<file path="src/rtl/alu_sequencer.sv">
// alu_sequencer: issue/writeback stage wrapped around the integer ALU.
// Takes one SPARC v8 format-3 arithmetic word at a time, maps op3 onto the
// ALU operation code, feeds operands from the register file, and commits
// rd/ICC/Y. ALU divide-by-zero / tag-overflow flags become trap pulses,
// each followed by the matching ALU clear-handler operation.
module alu_sequencer #(
    parameter int XLEN = 32,
    parameter int OPW  = 7
) (
    input  logic            i_clk,
    input  logic            i_rst,
    input  logic [31:0]     i_inst,
    input  logic            i_inst_valid,
    output logic            o_inst_ready,
    output logic [4:0]      o_rs1_addr,
    output logic [4:0]      o_rs2_addr,
    input  logic [XLEN-1:0] i_rs1_data,
    input  logic [XLEN-1:0] i_rs2_data,
    output logic            o_wr_en,
    output logic [4:0]      o_wr_addr,
    output logic [XLEN-1:0] o_wr_data,
    output logic [XLEN-1:0] o_alu_r1,
    output logic [XLEN-1:0] o_alu_r2,
    output logic [OPW-1:0]  o_alu_op,
    output logic            o_alu_operate,
    output logic [3:0]      o_alu_icc_in,
    output logic [XLEN-1:0] o_alu_y_in,
    input  logic [XLEN-1:0] i_alu_rd,
    input  logic [3:0]      i_alu_icc_out,
    input  logic [XLEN-1:0] i_alu_y_out,
    input  logic            i_alu_dbz,
    input  logic            i_alu_tof,
    output logic [3:0]      o_icc,
    output logic [XLEN-1:0] o_y,
    output logic            o_done,
    output logic            o_trap,
    output logic [1:0]      o_trap_type
);

    typedef enum logic [2:0] {S_IDLE, S_DECODE, S_EXEC, S_WB, S_CLEAR} state_t;

    typedef struct packed {
        logic           legal;
        logic [OPW-1:0] op;
        logic           shift;  // SLL/SRL/SRA: shift count is rs2[4:0]
        logic           cc;     // commits ICC
        logic           wr_y;   // commits Y
    } dec_t;

    localparam logic [OPW-1:0] OP_CLR_DBZ = OPW'(35);
    localparam logic [OPW-1:0] OP_CLR_TOF = OPW'(36);
    localparam logic [1:0]     TT_DBZ     = 2'b01;
    localparam logic [1:0]     TT_TOF     = 2'b10;
    localparam logic [1:0]     TT_ILL     = 2'b11;

    // op3 -> ALU operation code plus commit attributes
    function automatic dec_t decode(input logic [5:0] op3);
        dec_t d;
        d       = '0;
        d.legal = 1'b1;
        case (op3)
            6'h00: d.op = OPW'(14);
            6'h01: d.op = OPW'(1);
            6'h02: d.op = OPW'(3);
            6'h03: d.op = OPW'(7);
            6'h04: d.op = OPW'(20);
            6'h06: d.op = OPW'(5);
            6'h07: d.op = OPW'(9);
            6'h08: d.op = OPW'(16);
            6'h0A: d.op = OPW'(27);
            6'h0B: d.op = OPW'(31);
            6'h0C: d.op = OPW'(22);
            6'h0E: d.op = OPW'(29);
            6'h0F: d.op = OPW'(33);
            6'h10: d.op = OPW'(15);
            6'h11: d.op = OPW'(2);
            6'h12: d.op = OPW'(4);
            6'h13: d.op = OPW'(8);
            6'h14: d.op = OPW'(21);
            6'h16: d.op = OPW'(6);
            6'h17: d.op = OPW'(10);
            6'h18: d.op = OPW'(17);
            6'h1A: d.op = OPW'(28);
            6'h1B: d.op = OPW'(32);
            6'h1C: d.op = OPW'(23);
            6'h1E: d.op = OPW'(30);
            6'h1F: d.op = OPW'(34);
            6'h20: d.op = OPW'(18);
            6'h21: d.op = OPW'(24);
            6'h22: d.op = OPW'(19);
            6'h23: d.op = OPW'(25);
            6'h24: d.op = OPW'(26);
            6'h25: d.op = OPW'(11);
            6'h26: d.op = OPW'(12);
            6'h27: d.op = OPW'(13);
            default: d.legal = 1'b0;
        endcase
        d.shift = (op3 == 6'h25) || (op3 == 6'h26) || (op3 == 6'h27);
        d.cc    = op3[4] || ((op3 >= 6'h20) && (op3 <= 6'h24));
        d.wr_y  = (op3 == 6'h0A) || (op3 == 6'h0B) || (op3 == 6'h1A) ||
                  (op3 == 6'h1B) || (op3 == 6'h24);
        return d;
    endfunction

    state_t          r_state;
    state_t          w_state_nxt;

    logic [31:0]     r_inst;
    logic            r_ready;
    logic            r_wr_en;
    logic [4:0]      r_wr_addr;
    logic [XLEN-1:0] r_wr_data;
    logic [XLEN-1:0] r_alu_r1;
    logic [XLEN-1:0] r_alu_r2;
    logic [OPW-1:0]  r_alu_op;
    logic            r_alu_operate;
    logic [3:0]      r_icc;
    logic [XLEN-1:0] r_y;
    logic            r_done;
    logic            r_trap;
    logic [1:0]      r_trap_type;

    logic [31:0]     w_inst;
    logic            w_ready;
    logic            w_wr_en;
    logic [4:0]      w_wr_addr;
    logic [XLEN-1:0] w_wr_data;
    logic [XLEN-1:0] w_alu_r1;
    logic [XLEN-1:0] w_alu_r2;
    logic [OPW-1:0]  w_alu_op;
    logic            w_alu_operate;
    logic [3:0]      w_icc;
    logic [XLEN-1:0] w_y;
    logic            w_done;
    logic            w_trap;
    logic [1:0]      w_trap_type;

    dec_t            w_dec;
    logic            w_legal;
    logic            w_accept;
    logic [4:0]      w_rd;
    logic [XLEN-1:0] w_simm;
    logic [XLEN-1:0] w_r2_raw;
    logic [XLEN-1:0] w_r2;

    // r_ready is only ever set while the next state is IDLE
    assign w_accept = r_ready && i_inst_valid;
    assign w_dec    = decode(r_inst[24:19]);
    assign w_legal  = (r_inst[31:30] == 2'b10) && w_dec.legal;
    assign w_rd     = r_inst[29:25];
    assign w_simm   = {{(XLEN-13){r_inst[12]}}, r_inst[12:0]};
    assign w_r2_raw = r_inst[13] ? w_simm : i_rs2_data;
    assign w_r2     = w_dec.shift ? {{(XLEN-5){1'b0}}, w_r2_raw[4:0]} : w_r2_raw;

    // State register
    always_ff @(posedge i_clk or negedge i_rst) begin
        if (!i_rst) r_state <= S_IDLE;
        else        r_state <= w_state_nxt;
    end

    // Next-state logic
    always_comb begin
        w_state_nxt = r_state;
        case (r_state)
            S_IDLE:   if (w_accept) w_state_nxt = S_DECODE;
            S_DECODE: w_state_nxt = w_legal ? S_EXEC : S_IDLE;
            S_EXEC:   w_state_nxt = S_WB;
            S_WB:     w_state_nxt = (i_alu_dbz || i_alu_tof) ? S_CLEAR : S_IDLE;
            S_CLEAR:  w_state_nxt = S_IDLE;
            default:  w_state_nxt = S_IDLE;
        endcase
    end

    // Output logic: next values of the registered outputs
    always_comb begin
        w_inst        = r_inst;
        w_ready       = (w_state_nxt == S_IDLE);
        w_wr_en       = 1'b0;
        w_wr_addr     = r_wr_addr;
        w_wr_data     = r_wr_data;
        w_alu_r1      = r_alu_r1;
        w_alu_r2      = r_alu_r2;
        w_alu_op      = r_alu_op;
        w_alu_operate = 1'b0;
        w_icc         = r_icc;
        w_y           = r_y;
        w_done        = 1'b0;
        w_trap        = 1'b0;
        w_trap_type   = 2'b00;
        case (r_state)
            S_IDLE: begin
                if (w_accept) w_inst = i_inst;
            end
            S_DECODE: begin
                if (w_legal) begin
                    w_alu_r1      = i_rs1_data;
                    w_alu_r2      = w_r2;
                    w_alu_op      = w_dec.op;
                    w_alu_operate = 1'b1;
                end else begin
                    w_trap        = 1'b1;
                    w_trap_type   = TT_ILL;
                end
            end
            S_WB: begin
                if (i_alu_dbz) begin
                    // dbz outranks tof when both flags are up
                    w_trap        = 1'b1;
                    w_trap_type   = TT_DBZ;
                    w_alu_op      = OP_CLR_DBZ;
                    w_alu_operate = 1'b1;
                end else if (i_alu_tof) begin
                    w_trap        = 1'b1;
                    w_trap_type   = TT_TOF;
                    w_alu_op      = OP_CLR_TOF;
                    w_alu_operate = 1'b1;
                end else begin
                    w_done    = 1'b1;
                    w_wr_en   = (w_rd != 5'd0);
                    w_wr_addr = w_rd;
                    w_wr_data = i_alu_rd;
                    if (w_dec.cc)   w_icc = i_alu_icc_out;
                    if (w_dec.wr_y) w_y   = i_alu_y_out;
                end
            end
            default: ;
        endcase
    end

    // Output registers
    always_ff @(posedge i_clk or negedge i_rst) begin
        if (!i_rst) begin
            r_inst        <= '0;
            r_ready       <= 1'b1;
            r_wr_en       <= 1'b0;
            r_wr_addr     <= '0;
            r_wr_data     <= '0;
            r_alu_r1      <= '0;
            r_alu_r2      <= '0;
            r_alu_op      <= '0;
            r_alu_operate <= 1'b0;
            r_icc         <= '0;
            r_y           <= '0;
            r_done        <= 1'b0;
            r_trap        <= 1'b0;
            r_trap_type   <= 2'b00;
        end else begin
            r_inst        <= w_inst;
            r_ready       <= w_ready;
            r_wr_en       <= w_wr_en;
            r_wr_addr     <= w_wr_addr;
            r_wr_data     <= w_wr_data;
            r_alu_r1      <= w_alu_r1;
            r_alu_r2      <= w_alu_r2;
            r_alu_op      <= w_alu_op;
            r_alu_operate <= w_alu_operate;
            r_icc         <= w_icc;
            r_y           <= w_y;
            r_done        <= w_done;
            r_trap        <= w_trap;
            r_trap_type   <= w_trap_type;
        end
    end

    assign o_inst_ready  = r_ready;
    assign o_rs1_addr    = r_inst[18:14];
    assign o_rs2_addr    = r_inst[4:0];
    assign o_wr_en       = r_wr_en;
    assign o_wr_addr     = r_wr_addr;
    assign o_wr_data     = r_wr_data;
    assign o_alu_r1      = r_alu_r1;
    assign o_alu_r2      = r_alu_r2;
    assign o_alu_op      = r_alu_op;
    assign o_alu_operate = r_alu_operate;
    assign o_alu_icc_in  = r_icc;
    assign o_alu_y_in    = r_y;
    assign o_icc         = r_icc;
    assign o_y           = r_y;
    assign o_done        = r_done;
    assign o_trap        = r_trap;
    assign o_trap_type   = r_trap_type;

endmodule

</file>
<file path="config.mk">
export PLATFORM = sky130hd
export DESIGN_NAME = alu_sequencer
export DESIGN_NICKNAME = d
export VERILOG_FILES = /design/src/rtl/alu_sequencer.sv
export SDC_FILE = /design/constraint.sdc
export NUM_CORES = 1
export LEC_CHECK = 0
export ABC_AREA = 1
export CORE_MARGIN = 2
export CORE_UTILIZATION = 30
export DETAILED_ROUTE_END_ITERATION = 6
export GPL_TIMING_DRIVEN = 0
export MAX_ROUTING_LAYER = met4
export SLEW_MARGIN = 20
export SYNTH_ARGS = -nofsm -noshare
export SYNTH_HDL_FRONTEND = slang
export SYNTH_SLANG_ARGS = --single-unit
</file>
<file path="constraint.sdc">
create_clock -name i_clk -period 5.1 [get_ports i_clk]
set_input_delay 1.275 -clock i_clk [delete_from_list [all_inputs] [get_ports i_clk]]
set_output_delay 1.275 -clock i_clk [all_outputs]
set_load 0.005 [all_outputs]
</file>
==> impl_metrics.ini <==
[status]
status = complete, no violations

[timing]
fin_crit_sh_pct = 68.9
finalSetupViolations = 0
max_freq_mhz = 284
tightestPinTransition_ns = 0.932
hold_viol_final = 0
holdWs_ns = 0.471
rsz0062_at_grt = false
slew_headroom_pct = 37.6
finalCriticalPeriod_ns = 3.52
fin_worst_skew_ns = 0.0110
finalWorstSetupSlack_ns = 1.58
slew_viol_final = 0

[synth]
synth-edff-count = 0
synth.avg_cell_area_sq_um = 9.10
ys_ff_latch = 185
synthCells = 941
synth_warnings = 0
synth.distinct_cells = 32
ys_async_sr_fraction_pct = 100
syn_nets = 1110
seq_area_frac_synth_pct = 54.1
netlist_area_sq_um = 8570
ys.flop_type = dfrtp_1

[clock_network]
clkLatencyLatePin_ns = 0.43
cts_tree = done
cts_setup_buffers = 0
clkSinkCount = 185
cts-root-buf = clkbuf_16
numCtsBuffers = 17
h-tree-depth = 4
cts_resized = 0
clk_path_buf_depth = 2
holdBufCountCts = 0
cts.clk_slew.worst_paths_ns = 0.07

[finish]
n_fill_cell = 2773
multiInputGateArea_sq_um = 2960
layout.nets = 1495
final_common_cell = clkdlybuf4s50_1
stdcell_area_sq_um = 13300
area_growth_pct = 55.3
post_route_cells_drive_above_1_share_pct = 15.8
regArea_sq_um = 4630
num_antenna_cells = 0
mostFrequentLayoutCells = clkdlybuf4s50_1 (363), nand2_1 (335), dfrtp_1 (184), inv_1 (82), o21ai_2 (60)
fin_cells = 1717

[die]
die_h_microns = 173
die_area_sq_um = 29900
start_util_pct = 30.7
core_sq_um = 27900
rows = 61
io_pins = 366
die_w_microns = 173

[setup_path]
endpoint_kind = flop
worstPathCellList = clkdlybuf4s50_1 -> nor2_1 -> inv_1 -> nor2_1 -> nand2_1 -> buf_2 -> mux2_2
rr_endpoint = o_alu_y_in[13]
r2r_cells = 6
required_ns = 5.41
cp.arrival_ns = 3.82
cp_slowest_stage_delay_ns = 0.72
crit_type = input port to flop
crit_family = simple AND/OR/NAND/NOR gates
timing.critical_path.buf_inv = 3
cpMostUsedCell = nor2_1
worstSetupStartpointType = input port
cp_max_fo = 10
r2r_setup_slack_ns = 2.35
crit_slowest_cell = nor2_1
r2r_start = r_state[2]

[min_path]
whs_endpoint = o_wr_data[19]
hp-start = o_wr_data[19]
hold-path-cell-count = 2
hold_path.class = flop to flop

[detailed_routing]
drtPass1Iterations = 5
wl_mm = 28.0
post_drt_wl_per_cell_microns = 16.3
detail_route.vias_per_cell = 4.37
drc_errors = 0
drtAntennaViolNets = 0
drt-initial-drc-count = 383
dr_total_vias = 7497

[power]
ir_drop_mv = 0.221
p_per_area_nw_per_um2 = 517
total_power_mw = 6.88
leakage_nw = 6.51

[global_routing]
track_usage_pct = 19.4
grt_pass1_vias = 7516
grt_pass1_wl_mm = 43.9
antenna_found_initial = 0
overflow = 0
grt_start_max_net_pins = 90

[placed_design]
place_ws_ns = 1.05
dp_hpwl_mm = 21.3
dpl.cell_count = 1685
io_buffers = 364
gp_congestion = 0.860
placed_area_sq_um = 12700

[run]
cap_violations = 0
area by class of cell:
type | count | share of cell area (%)
Sequential cell | 185 | 34.8
Timing Repair Buffer | 366 | 27.8
Multi-Input combinational cell | 578 | 22.3
Buffer | 92 | 4.88
Tap cell | 378 | 3.56
Clock buffer | 20 | 3.36
Inverter | 86 | 2.43
Clock inverter | 12 | 0.837
Yosys cell counts, types with 2 or more instances:
master / count / area (sq um)
o21ai_0: 49 / 245
clkbuf_1: 22 / 82.6
buf_6: 15 / 169
nor3_1: 6 / 30.0
o21ai_2: 60 / 526
mux2_2: 36 / 405
o21ai_1: 5 / 25.0
mux2i_1: 5 / 50.1
buf_4: 49 / 368
nor2_4: 2 / 22.5
a21oi_1: 3 / 15.0
inv_2: 3 / 11.3
inv_1: 82 / 308
nor2_1: 25 / 93.8
nor2_2: 2 / 12.5
nand2_1: 335 / 1260
buf_2: 6 / 30.0
nand3_1: 35 / 175
nand4_1: 4 / 25.0
nand2_2: 2 / 12.5
dfrtp_1: 184 / 4600
worst max-delay path by stage:
| stage | start | to | slack (ns) | depth (start not counted) |
|---|---|---|---|---|
| 3_5_place_dp | i_alu_dbz | o_alu_y_in[4] | 1.05 | 7 |
| 4_1_cts | i_alu_dbz | o_alu_y_in[4] | 1.51 | 7 |
| 2_1_floorplan | i_alu_dbz | o_alu_y_in[10] | 2.59 | 6 |
| 6_report | i_alu_dbz | o_alu_y_in[13] | 1.58 | 7 |
| 5_1_grt | i_alu_dbz | o_alu_y_in[2] | 1.43 | 7 |
| 3_3_place_gp | i_rst | o_wr_data[21] | -5.53 | 1 |
stage by stage:
step	TNS [ns]	util, %
5_1_grt	0	47.6
2_1_floorplan	0	-
6_report	0	47.6
4_1_cts	0	47.6
3_5_place_dp	0	45.6
3_3_place_gp	-1016.94	45.4
worst reg2reg max path, stage by stage (launching register included):
cell     delay, ns
dfrtp_1       0.40
inv_1         0.07
nand3_1       0.21
nor2_1        0.78
nand2_1       0.51
buf_2         0.35
mux2_2        0.30
registers in the layout, summed over array words and instances (netlist names):
name           flops
o_alu_r1          32
o_trap_type        2
o_trap             1
o_inst_ready       1
o_alu_op           6
o_alu_r2          32
o_done             1
o_alu_operate      1
o_wr_data         32
o_wr_en            1
r_inst            32
o_alu_icc_in       4
r_state            3
o_wr_addr          5
o_alu_y_in        32
report_power, final:
group          switching (mW)  internal (mW)  total, mW
clock                   0.647          0.658       1.31
combinational            1.50           1.70       3.19
sequential              0.330           2.05       2.38
cells by family after synthesis:
| logic type | count (synthesis) | synth area share, % |
|---|---|---|
| simple gates | 414 | 19.3 |
| other cells | 1 | 0.0438 |
| mux | 41 | 5.32 |
| buf+inv | 178 | 11.3 |
| flops | 185 | 54.1 |
| compound gates | 122 | 9.95 |
per-layer routing:
metal / track usage [%] / share of wire (%) / wire length [microns] / up-vias
met1: 24.0 / 43 / 12100 / 3509
met5: - / 0 / 0 / -
li1: - / - / - / 3675
met2: 31.3 / 48 / 13500 / 298
met4: 3.50 / 0.94 / 264 / 0
met3: 6.18 / 7.7 / 2150 / 15
(Power assumes the default switching activity.)
